`src/rtl/hole_selector.sv`:
```
// hole_selector
//   Pocket-call controller. While the game holds selectEnable, the player
//   moves a cursor over pockets 1..6 with next/prev keys. The cursor is
//   locked by confirm or by a frame timeout. Once locked, each pocketed ball
//   is judged against the called pocket.
//
// Ports
//   clk            in   system clock
//   resetN         in   synchronous, active-low reset
//   startOfFrame   in   one-cycle pulse per video frame
//   selectEnable   in   level; game requests/holds a pocket call
//   nextKey        in   level key; advance cursor
//   prevKey        in   level key; move cursor back
//   confirmKey     in   level key; lock cursor
//   ballInHole     in   one-cycle pulse; a ball was pocketed
//   ballHoleIndex  in   [2:0] pocket of that ball, 1..6
//   holeNumber     out  [2:0] cursor/called pocket, always 1..6
//   showHoleNumber out  overlay enable (blinks while selecting)
//   holeLocked     out  high while the call is locked
//   callHit        out  one-cycle pulse; pocketed ball matched the call
//   callMiss       out  one-cycle pulse; pocketed ball missed the call
module hole_selector #(
  parameter int BLINK_FRAMES   = 15,
  parameter int TIMEOUT_FRAMES = 600
) (
  input  logic       clk,
  input  logic       resetN,
  input  logic       startOfFrame,
  input  logic       selectEnable,
  input  logic       nextKey,
  input  logic       prevKey,
  input  logic       confirmKey,
  input  logic       ballInHole,
  input  logic [2:0] ballHoleIndex,
  output logic [2:0] holeNumber,
  output logic       showHoleNumber,
  output logic       holeLocked,
  output logic       callHit,
  output logic       callMiss
);

  localparam int BW = (BLINK_FRAMES   > 1) ? $clog2(BLINK_FRAMES)   : 1;
  localparam int TW = (TIMEOUT_FRAMES > 1) ? $clog2(TIMEOUT_FRAMES) : 1;
  localparam logic [BW-1:0] BLINK_LAST   = BW'(BLINK_FRAMES - 1);
  localparam logic [TW-1:0] TIMEOUT_LAST = TW'(TIMEOUT_FRAMES - 1);

  typedef enum logic [1:0] {IDLE, SELECT, LOCKED} state_t;

  // Key bit order: 0 = next, 1 = prev, 2 = confirm.
  logic [2:0] keys;
  logic [2:0] key_sync_reg;
  logic [2:0] key_dly_reg;
  logic [2:0] key_edge;

  assign keys = {confirmKey, prevKey, nextKey};

  generate
    for (genvar gi = 0; gi < 3; gi++) begin : g_key
      always_ff @(posedge clk) begin
        if (!resetN) begin
          key_sync_reg[gi] <= 1'b0;
          key_dly_reg[gi]  <= 1'b0;
        end else begin
          key_sync_reg[gi] <= keys[gi];
          key_dly_reg[gi]  <= key_sync_reg[gi];
        end
      end
      assign key_edge[gi] = key_sync_reg[gi] & ~key_dly_reg[gi];
    end
  endgenerate

  state_t        state_reg,   state_next;
  logic [2:0]    hole_reg,    hole_next;
  logic          show_reg,    show_next;
  logic          locked_reg,  locked_next;
  logic          hit_reg,     hit_next;
  logic          miss_reg,    miss_next;
  logic [BW-1:0] blink_reg,   blink_next;
  logic [TW-1:0] timeout_reg, timeout_next;

  always_ff @(posedge clk) begin
    if (!resetN) begin
      state_reg   <= IDLE;
      hole_reg    <= 3'd1;
      show_reg    <= 1'b0;
      locked_reg  <= 1'b0;
      hit_reg     <= 1'b0;
      miss_reg    <= 1'b0;
      blink_reg   <= '0;
      timeout_reg <= '0;
    end else begin
      state_reg   <= state_next;
      hole_reg    <= hole_next;
      show_reg    <= show_next;
      locked_reg  <= locked_next;
      hit_reg     <= hit_next;
      miss_reg    <= miss_next;
      blink_reg   <= blink_next;
      timeout_reg <= timeout_next;
    end
  end

  always_comb begin
    state_next   = state_reg;
    hole_next    = hole_reg;
    show_next    = show_reg;
    locked_next  = 1'b0;
    hit_next     = 1'b0;
    miss_next    = 1'b0;
    blink_next   = blink_reg;
    timeout_next = timeout_reg;

    case (state_reg)
      IDLE: begin
        show_next = 1'b0;
        if (selectEnable) begin
          state_next   = SELECT;
          show_next    = 1'b1;
          blink_next   = '0;
          timeout_next = '0;
        end
      end

      SELECT: begin
        if (!selectEnable) begin
          state_next = IDLE;
          show_next  = 1'b0;
        end else if (key_edge[2]) begin
          // Confirm wins over a same-cycle move; the move is dropped.
          state_next  = LOCKED;
          show_next   = 1'b1;
          locked_next = 1'b1;
        end else if (key_edge[0] | key_edge[1]) begin
          // Simultaneous next+prev still counts as activity (show forced on,
          // counters restarted) but leaves the cursor where it is.
          if (key_edge[0] & ~key_edge[1])
            hole_next = (hole_reg == 3'd6) ? 3'd1 : hole_reg + 3'd1;
          else if (key_edge[1] & ~key_edge[0])
            hole_next = (hole_reg == 3'd1) ? 3'd6 : hole_reg - 3'd1;
          show_next    = 1'b1;
          blink_next   = '0;
          timeout_next = '0;
        end else if (startOfFrame) begin
          if (blink_reg == BLINK_LAST) begin
            show_next  = ~show_reg;
            blink_next = '0;
          end else begin
            blink_next = blink_reg + 1'b1;
          end
          if (timeout_reg == TIMEOUT_LAST) begin
            state_next   = LOCKED;
            show_next    = 1'b1;
            locked_next  = 1'b1;
            timeout_next = '0;
          end else begin
            timeout_next = timeout_reg + 1'b1;
          end
        end
      end

      LOCKED: begin
        show_next   = 1'b1;
        locked_next = 1'b1;
        if (!selectEnable) begin
          state_next  = IDLE;
          show_next   = 1'b0;
          locked_next = 1'b0;
        end
        // The ball is judged even on the cycle the call is being released.
        if (ballInHole) begin
          if (ballHoleIndex == hole_reg)
            hit_next = 1'b1;
          else if (ballHoleIndex >= 3'd1 && ballHoleIndex <= 3'd6)
            miss_next = 1'b1;
        end
      end

      default: begin
        state_next = IDLE;
        show_next  = 1'b0;
      end
    endcase
  end

  assign holeNumber     = hole_reg;
  assign showHoleNumber = show_reg;
  assign holeLocked     = locked_reg;
  assign callHit        = hit_reg;
  assign callMiss       = miss_reg;

endmodule
```
`config.mk`:
```
export PLATFORM = sky130hd
export DESIGN_NAME = hole_selector
export DESIGN_NICKNAME = d
export VERILOG_FILES = /design/src/rtl/hole_selector.sv
export SDC_FILE = /design/constraint.sdc
export NUM_CORES = 1
export LEC_CHECK = 0
export BUFFER_PORTS_ARGS = -buffer_cell sky130_fd_sc_hd__buf_2
export CORE_MARGIN = 3
export CORE_UTILIZATION = 50
export CTS_BUF_LIST = sky130_fd_sc_hd__clkbuf_4
export DETAILED_ROUTE_END_ITERATION = 10
export MAX_ROUTING_LAYER = met4
export PLACE_DENSITY = 0.7
export RECOVER_POWER = 25
export REMOVE_ABC_BUFFERS = 1
export SLEW_MARGIN = 20
export SYNTH_ARGS = -nofsm -noshare
export SYNTH_HDL_FRONTEND = slang
export SYNTH_SLANG_ARGS = --single-unit
```
`constraint.sdc`:
```
create_clock -name clk -period 2.63 [get_ports clk]
set_clock_uncertainty 0.15 [all_clocks]
set_input_delay 0.1315 -clock clk [delete_from_list [all_inputs] [get_ports clk]]
set_output_delay 0.1315 -clock clk [all_outputs]
set_load 0.01 [all_outputs]
```
==> results of run 1 <==
[synth_stat cells, types with 3 or more instances]
library cell	number
a21oi_1	11
a22o_1	6
and2_1	7
clkbuf_1	4
dfxtp_1	29
ha_1	13
inv_1	10
nand2_1	19
nand3_1	13
nand3b_1	3
nor2_1	9
nor2b_1	5
nor3_1	6
nor4_1	3
o21ai_0	6
or3_1	3
or4_1	5
xor2_1	3
[per-stage QoR]
stage	area (um2)	utilization	hold WS [ns]
floorplan	1650	-	0.0704
detailed placement	1810	0.578	0.197
finish	1920	0.615	0.00918
CTS	1930	0.616	0.000750
global placement	1810	0.578	0.186
global route	1920	0.615	0.00246
[cells by family after synthesis]
| group | count (synthesis) |
|---|---|
| buf+inv | 15 |
| xor+xnor | 3 |
| flops | 29 |
| simple gates | 88 |
| mux | 3 |
| fa+ha+maj | 13 |
| compound gates | 45 |
[worst min path at each step]
stage                                 from               to  depth (start not counted)
after floorplan                     resetN    holeNumber[0]                          1
after global placement             nextKey  key_sync_reg[0]                          2
after detailed placement           prevKey  key_sync_reg[1]                          2
after CTS                 ballHoleIndex[1]         callMiss                          3
after global routing      ballHoleIndex[1]         callMiss                          3
final                     ballHoleIndex[1]         callMiss                          3
[area by class of cell]
type	instances	area (um2)	share of cell area
multi-input combinational	152	1030	0.537
sequential	29	581	0.302
timing repair buffer	25	156	0.0813
clock buffer	8	60.1	0.0312
tap	44	55.1	0.0286
inverter	10	37.5	0.0195
[worst max-delay path: stages (launching register included)]
cell     delay [ns]
dfxtp_1        0.33
nor2b_1        0.19
inv_1          0.06
ha_1           0.27
or4_1          0.63
or4_1          0.54
a21oi_1        0.15
[power breakdown]
part           switching [mW]  internal, mW
clock                   0.148         0.137
combinational           0.168         0.126
sequential             0.0223         0.462
total                   0.338         0.725
[layer usage]
layer	routed length [um]	track usage	vias to the layer above	share of wire
li1	-	-	776	-
met1	1750	0.254	706	0.49
met2	1680	0.311	27	0.47
met3	108	0.0527	5	0.030
met4	47	0.0647	0	0.013
met5	0	-	-	0
[timing repair]
action                     CTS  global route
hold buffers                 6             0
hold endpoints to repair     7             0
gates resized for setup      0             0
setup endpoints to repair    0             0
==> qor.yml, run 1 <==
logic_synthesis:
  synth_ff_type: "dfxtp_1"
  async_reset_ff_frac: 0
  synth_edf_count: 0
  seq_area_frac_synth: 0.347
  synth_area_um2: 1670
  synth_mux_area_frac: 0.0187
  synth_compound_area_frac: 0.195
  synth_cell_types: 52
  synthCells: 196
  synth-xor-area-share: 0.0157
  synth_top_family_by_area: "simple AND/OR/NAND/NOR gates"
  ys_warn_count: 0
  synth_top_area_share: 0.347
  synth-seq-cells: 29
  synth.area.top_cells: "dfxtp_1 35%, ha_1 9.7%, nand2_1 4.3%, nand3_1 3.9%, a21oi_1 3.3%"
  syn_avg_cell_area_um2: 8.53
  synth.largest_area_cell: "dfxtp_1"
  post_synth_and_or_nand_nor_area_fraction: 0.292
  synth_adder_area_share: 0.0973
worst_setup_path:
  arrival_ns: 2.49
  crit_required_ns: 2.74
  r2r_slack_ns: 0.26
  r2r_cells: 6
  endpoint_kind: "flip-flop"
  worstSetupStartpointType: "flip-flop"
  path_class: "flip-flop to flip-flop"
  timing.rr.end: "holeNumber[2]"
  cp-endpoint: "holeNumber[2]"
  cp_max_fo: 7
  rr_startpoint: "key_sync_reg[0]"
  cp-startpoint: "key_sync_reg[0]"
pwr:
  vdd_drop_max_mv: 0.299
  power.total_mw: 1.06
  power_density_nw_per_um2: 552
  leakage_nw: 0.771
cts:
  cts_tree: "yes"
  clk-insertion-delay-late_ns: 0.33
  root_buffer: "clkbuf_4"
  cts_sinks: 29
  clkTransAtPathRegs_ns: 0.09
  tritoncts.num_buffers: 5
  cts_buffer_depth: 2
  h-tree-depth: 2
  post_cts_buffers: 0
sta:
  report.final.slew_viol_count: 0
  worst_slack_ns: 0.257
  max_freq_mhz: 421
  rsz0062_at_grt: "false"
  final.setup.tns_ns: 0
  finalCritPeriodShare: 0.902
  setup_viol: 0
  final_hold_viol_count: 0
  relSlewSlack: 0.668
  min_period_ns: 2.37
  tightest_slew_ns: 0.498
finish:
  final_cell_mix: "29 x dfxtp_1, 19 x nand2_1, 14 x buf_2"
  fillerInstances: 280
  drive_gt1_frac: 0.138
  fin_cells: 268
  largest_reg_flops: 10
  final_common_cell: "dfxtp_1"
  syn2layout_area_growth_pct: 15.0
  diodes: 0
  layout.nets: 247
placed_design:
  globalplace.congestion: 0.809
  pre_cts_ws_ns: 0.278
  place_inst: 254
  hpwl_um: 2620
  portBuffers: 17
grt:
  grt_pass1_wl_um: 6420
  grt_pass1_vias: 1478
  grt_util_all_layers: 0.201
  grt-ovfl-total: 0
  grt_max_degree: 23
  antenna_found_initial: 0
floorplan:
  initial_core_util: 0.534
  core_area_um2: 3130
  die-area_um2: 4070
  num_rows: 20
  die_h_um: 63.8
  die_w_um: 63.8
  boundaryPins: 18
hold_path:
  hp-class: "primary input to flip-flop"
run:
  cap_violations: 0
status:
  status: "completed"
drt:
  viasPerCell: 5.65
  drc_errors: 0
  firstDrtPassIters: 5
  antenna_left: 0
  drt-total-wl_um: 3580
  num_vias: 1514
  drt-initial-drc-count: 105
  routedWlPerCell_um: 13.4
Note: power is estimated with default switching activity, not from simulation.
==> inputs of run 2 (changes only) <==
MAX_ROUTING_LAYER = default   (was met4)
==> run 2 against run 1 <==
  * Global-route usage is 0.57 points lower
  * Highest routed layer unchanged
  * Via count is 0.20% higher
  * Largest cell class unchanged
  * Die area stayed put
  * Core utilization stayed put
  * First-iteration DRC count is 20% lower
  * Power hardly changed
==> qor.yml, run 2 (synthesis results as in run 1) <==
status:
  status: "completed"  # unchanged
hold_path:
  hp-class: "primary input to flip-flop"  # unchanged
  min_to: "callMiss"  # unchanged
  min_path_cells: 3  # unchanged
  hp-start: "ballHoleIndex[1]"  # unchanged
finish:
  multi_input_area_um2: 1030  # unchanged
  layout.nets: 247  # unchanged
  seq_area_um2: 581  # unchanged
  fin_cells: 268  # unchanged
  final_cell_mix: "29 x dfxtp_1, 19 x nand2_1, 14 x buf_2"  # unchanged
  drive_gt1_frac: 0.138  # unchanged
  final_common_cell: "dfxtp_1"  # unchanged
  largest_reg_flops: 10  # unchanged
  diodes: 0  # unchanged
  syn2layout_area_growth_pct: 15.0  # unchanged
  fillerInstances: 280  # unchanged
worst_setup_path:
  cp_cell_sequence: "nor2b_1 -> inv_1 -> ha_1 -> or4_1 -> or4_1 -> a21oi_1"  # unchanged
  r2r_cells: 6  # unchanged
  arrival_ns: 2.49  # about the same
  timing.rr.end: "holeNumber[2]"  # unchanged
  path_class: "flip-flop to flip-flop"  # unchanged
  crit_top_cell: "or4_1"  # unchanged
  crit_required_ns: 2.74  # about the same
  endpoint_kind: "flip-flop"  # unchanged
  slowest_delay_ns: 0.63  # about the same
  rr_startpoint: "key_sync_reg[0]"  # unchanged
  r2r_slack_ns: 0.26  # about the same
  cpMaxStageDelayCell: "or4_1"  # unchanged
  cp_max_fo: 7  # unchanged
  worstSetupStartpointType: "flip-flop"  # unchanged
grt:
  antenna_found_initial: 0  # unchanged
  grt_max_degree: 23  # unchanged
  grt_pass1_vias: 1482  # was 1478
  grt-ovfl-total: 0  # unchanged
  grt_util_all_layers: 0.195  # was 0.201
  grt_pass1_wl_um: 6390  # was 6420 um
drt:
  wl_met3_um: 126  # was 108 um
  num_vias: 1517  # was 1514
  highest_layer: "met4"  # unchanged
  m1WireLength_um: 1720  # was 1750 um
  drt-total-wl_um: 3570  # was 3580 um
  drc_errors: 0  # unchanged
  drt-initial-drc-count: 84  # was 105
  viasPerCell: 5.66  # was 5.65
  routedWlPerCell_um: 13.3  # was 13.4 um
  antenna_left: 0  # unchanged
  dr_wl_met2_um: 1690  # was 1680 um
  firstDrtPassIters: 4  # was 5
sta:
  finalCritPeriodShare: 0.903  # was 0.902
  final_hold_viol_count: 0  # unchanged
  final.setup.tns_ns: 0  # unchanged
  min_period_ns: 2.37  # about the same
  setup_viol: 0  # unchanged
  max_freq_mhz: 421  # about the same
  report.final.slew_viol_count: 0  # unchanged
  rsz0062_at_grt: "false"  # unchanged
  relSlewSlack: 0.668  # about the same
  tightest_slew_ns: 0.498  # about the same
floorplan:
  die_w_um: 63.8  # unchanged
  die-area_um2: 4070  # unchanged
  initial_core_util: 0.534  # unchanged
  die_h_um: 63.8  # unchanged
  num_rows: 20  # unchanged
  boundaryPins: 18  # unchanged
  core_area_um2: 3130  # unchanged
cts:
  clk-insertion-delay-late_ns: 0.33  # about the same
  cts_sinks: 29  # unchanged
  h-tree-depth: 2  # unchanged
  cts_tree: "yes"  # unchanged
  root_buffer: "clkbuf_4"  # unchanged
  clkTransAtPathRegs_ns: 0.09  # about the same
  cts_buffer_depth: 2  # unchanged
  tritoncts.num_buffers: 5  # unchanged
pwr:
  vdd_drop_max_mv: 0.300  # was 0.299 mV
  power_density_nw_per_um2: 553  # was 552 nW/um2
  leakage_nw: 0.771  # unchanged
run:
  cap_violations: 0  # unchanged
placed_design:
  hpwl_um: 2620  # unchanged
  portBuffers: 17  # unchanged
  globalplace.congestion: 0.797  # was 0.809
  place_inst: 254  # unchanged
[run 2: cell counts in the layout (fill, tap and decap cells not counted)]
Identical to the previous run, type by type.
[run 2: what timing repair did]
action,CTS,global route
hold endpoints to repair,7,0
endpoints found under the setup margin,0,0
buffers inserted,0,0
hold buffers,6,0
resized for setup,0,0
[run 2: per-stage QoR]
step	setup slack (ns)	power [mW]	util	area [um2]	hold slack, ns
final	0.256	1.06	0.615	1920	0.00800
after detailed placement	0.278	0.781	0.578	1810	0.197
after CTS	0.264	1.07	0.616	1930	0.000750
after global placement	0.354	0.767	0.578	1810	0.186
after global routing	0.123	1.13	0.615	1920	0.00245
after floorplan	0.423	0.692	-	1650	0.0704
[run 2: area by class of cell]
class / instances / share of cell area
Clock buffer: 8 / 0.0312
Inverter: 10 / 0.0195
Multi-Input combinational cell: 152 / 0.537
Sequential cell: 29 / 0.302
Tap cell: 44 / 0.0286
Timing Repair Buffer: 25 / 0.0813
[run 2: power by group]
| group | internal [mW] | leakage [nW] | switching (mW) |
|---|---|---|---|
| clock | 0.137 | 0.0368 | 0.148 |
| sequential | 0.462 | 0.236 | 0.0223 |
| combinational | 0.126 | 0.499 | 0.168 |
| total | 0.725 | 0.771 | 0.339 |
[run 2: worst max-delay path by stage]
stage,slack [ns],to,cells past startpoint,from
floorplan,0.42,holeNumber[2],6,key_sync_reg[0]
global placement,0.35,holeNumber[2],6,key_sync_reg[0]
detailed placement,0.28,holeNumber[2],6,key_sync_reg[0]
CTS,0.26,holeNumber[2],6,key_sync_reg[0]
global route,0.12,blink_reg[0],7,key_sync_reg[0]
finish,0.26,holeNumber[2],6,key_sync_reg[0]
[run 2: critical path, delay by kind of cell, from the launching register on]
family | cells | cell delay (ns)
adders and majority gates | 1 | 0.27
DFF | 1 | 0.33
and+or+nand+nor | 3 | 1.36
AOI/OAI and AO/OA | 1 | 0.15
buffers and inverters | 1 | 0.06
[run 2: metal layers]
| layer | vias to the layer above | global-route usage |
|---|---|---|
| li1 | 777 | - |
| met2 | 30 | 0.312 |
| met1 | 704 | 0.251 |
| met5 | - | 0 |
| met3 | 6 | 0.0527 |
| met4 | 0 | 0.0647 |
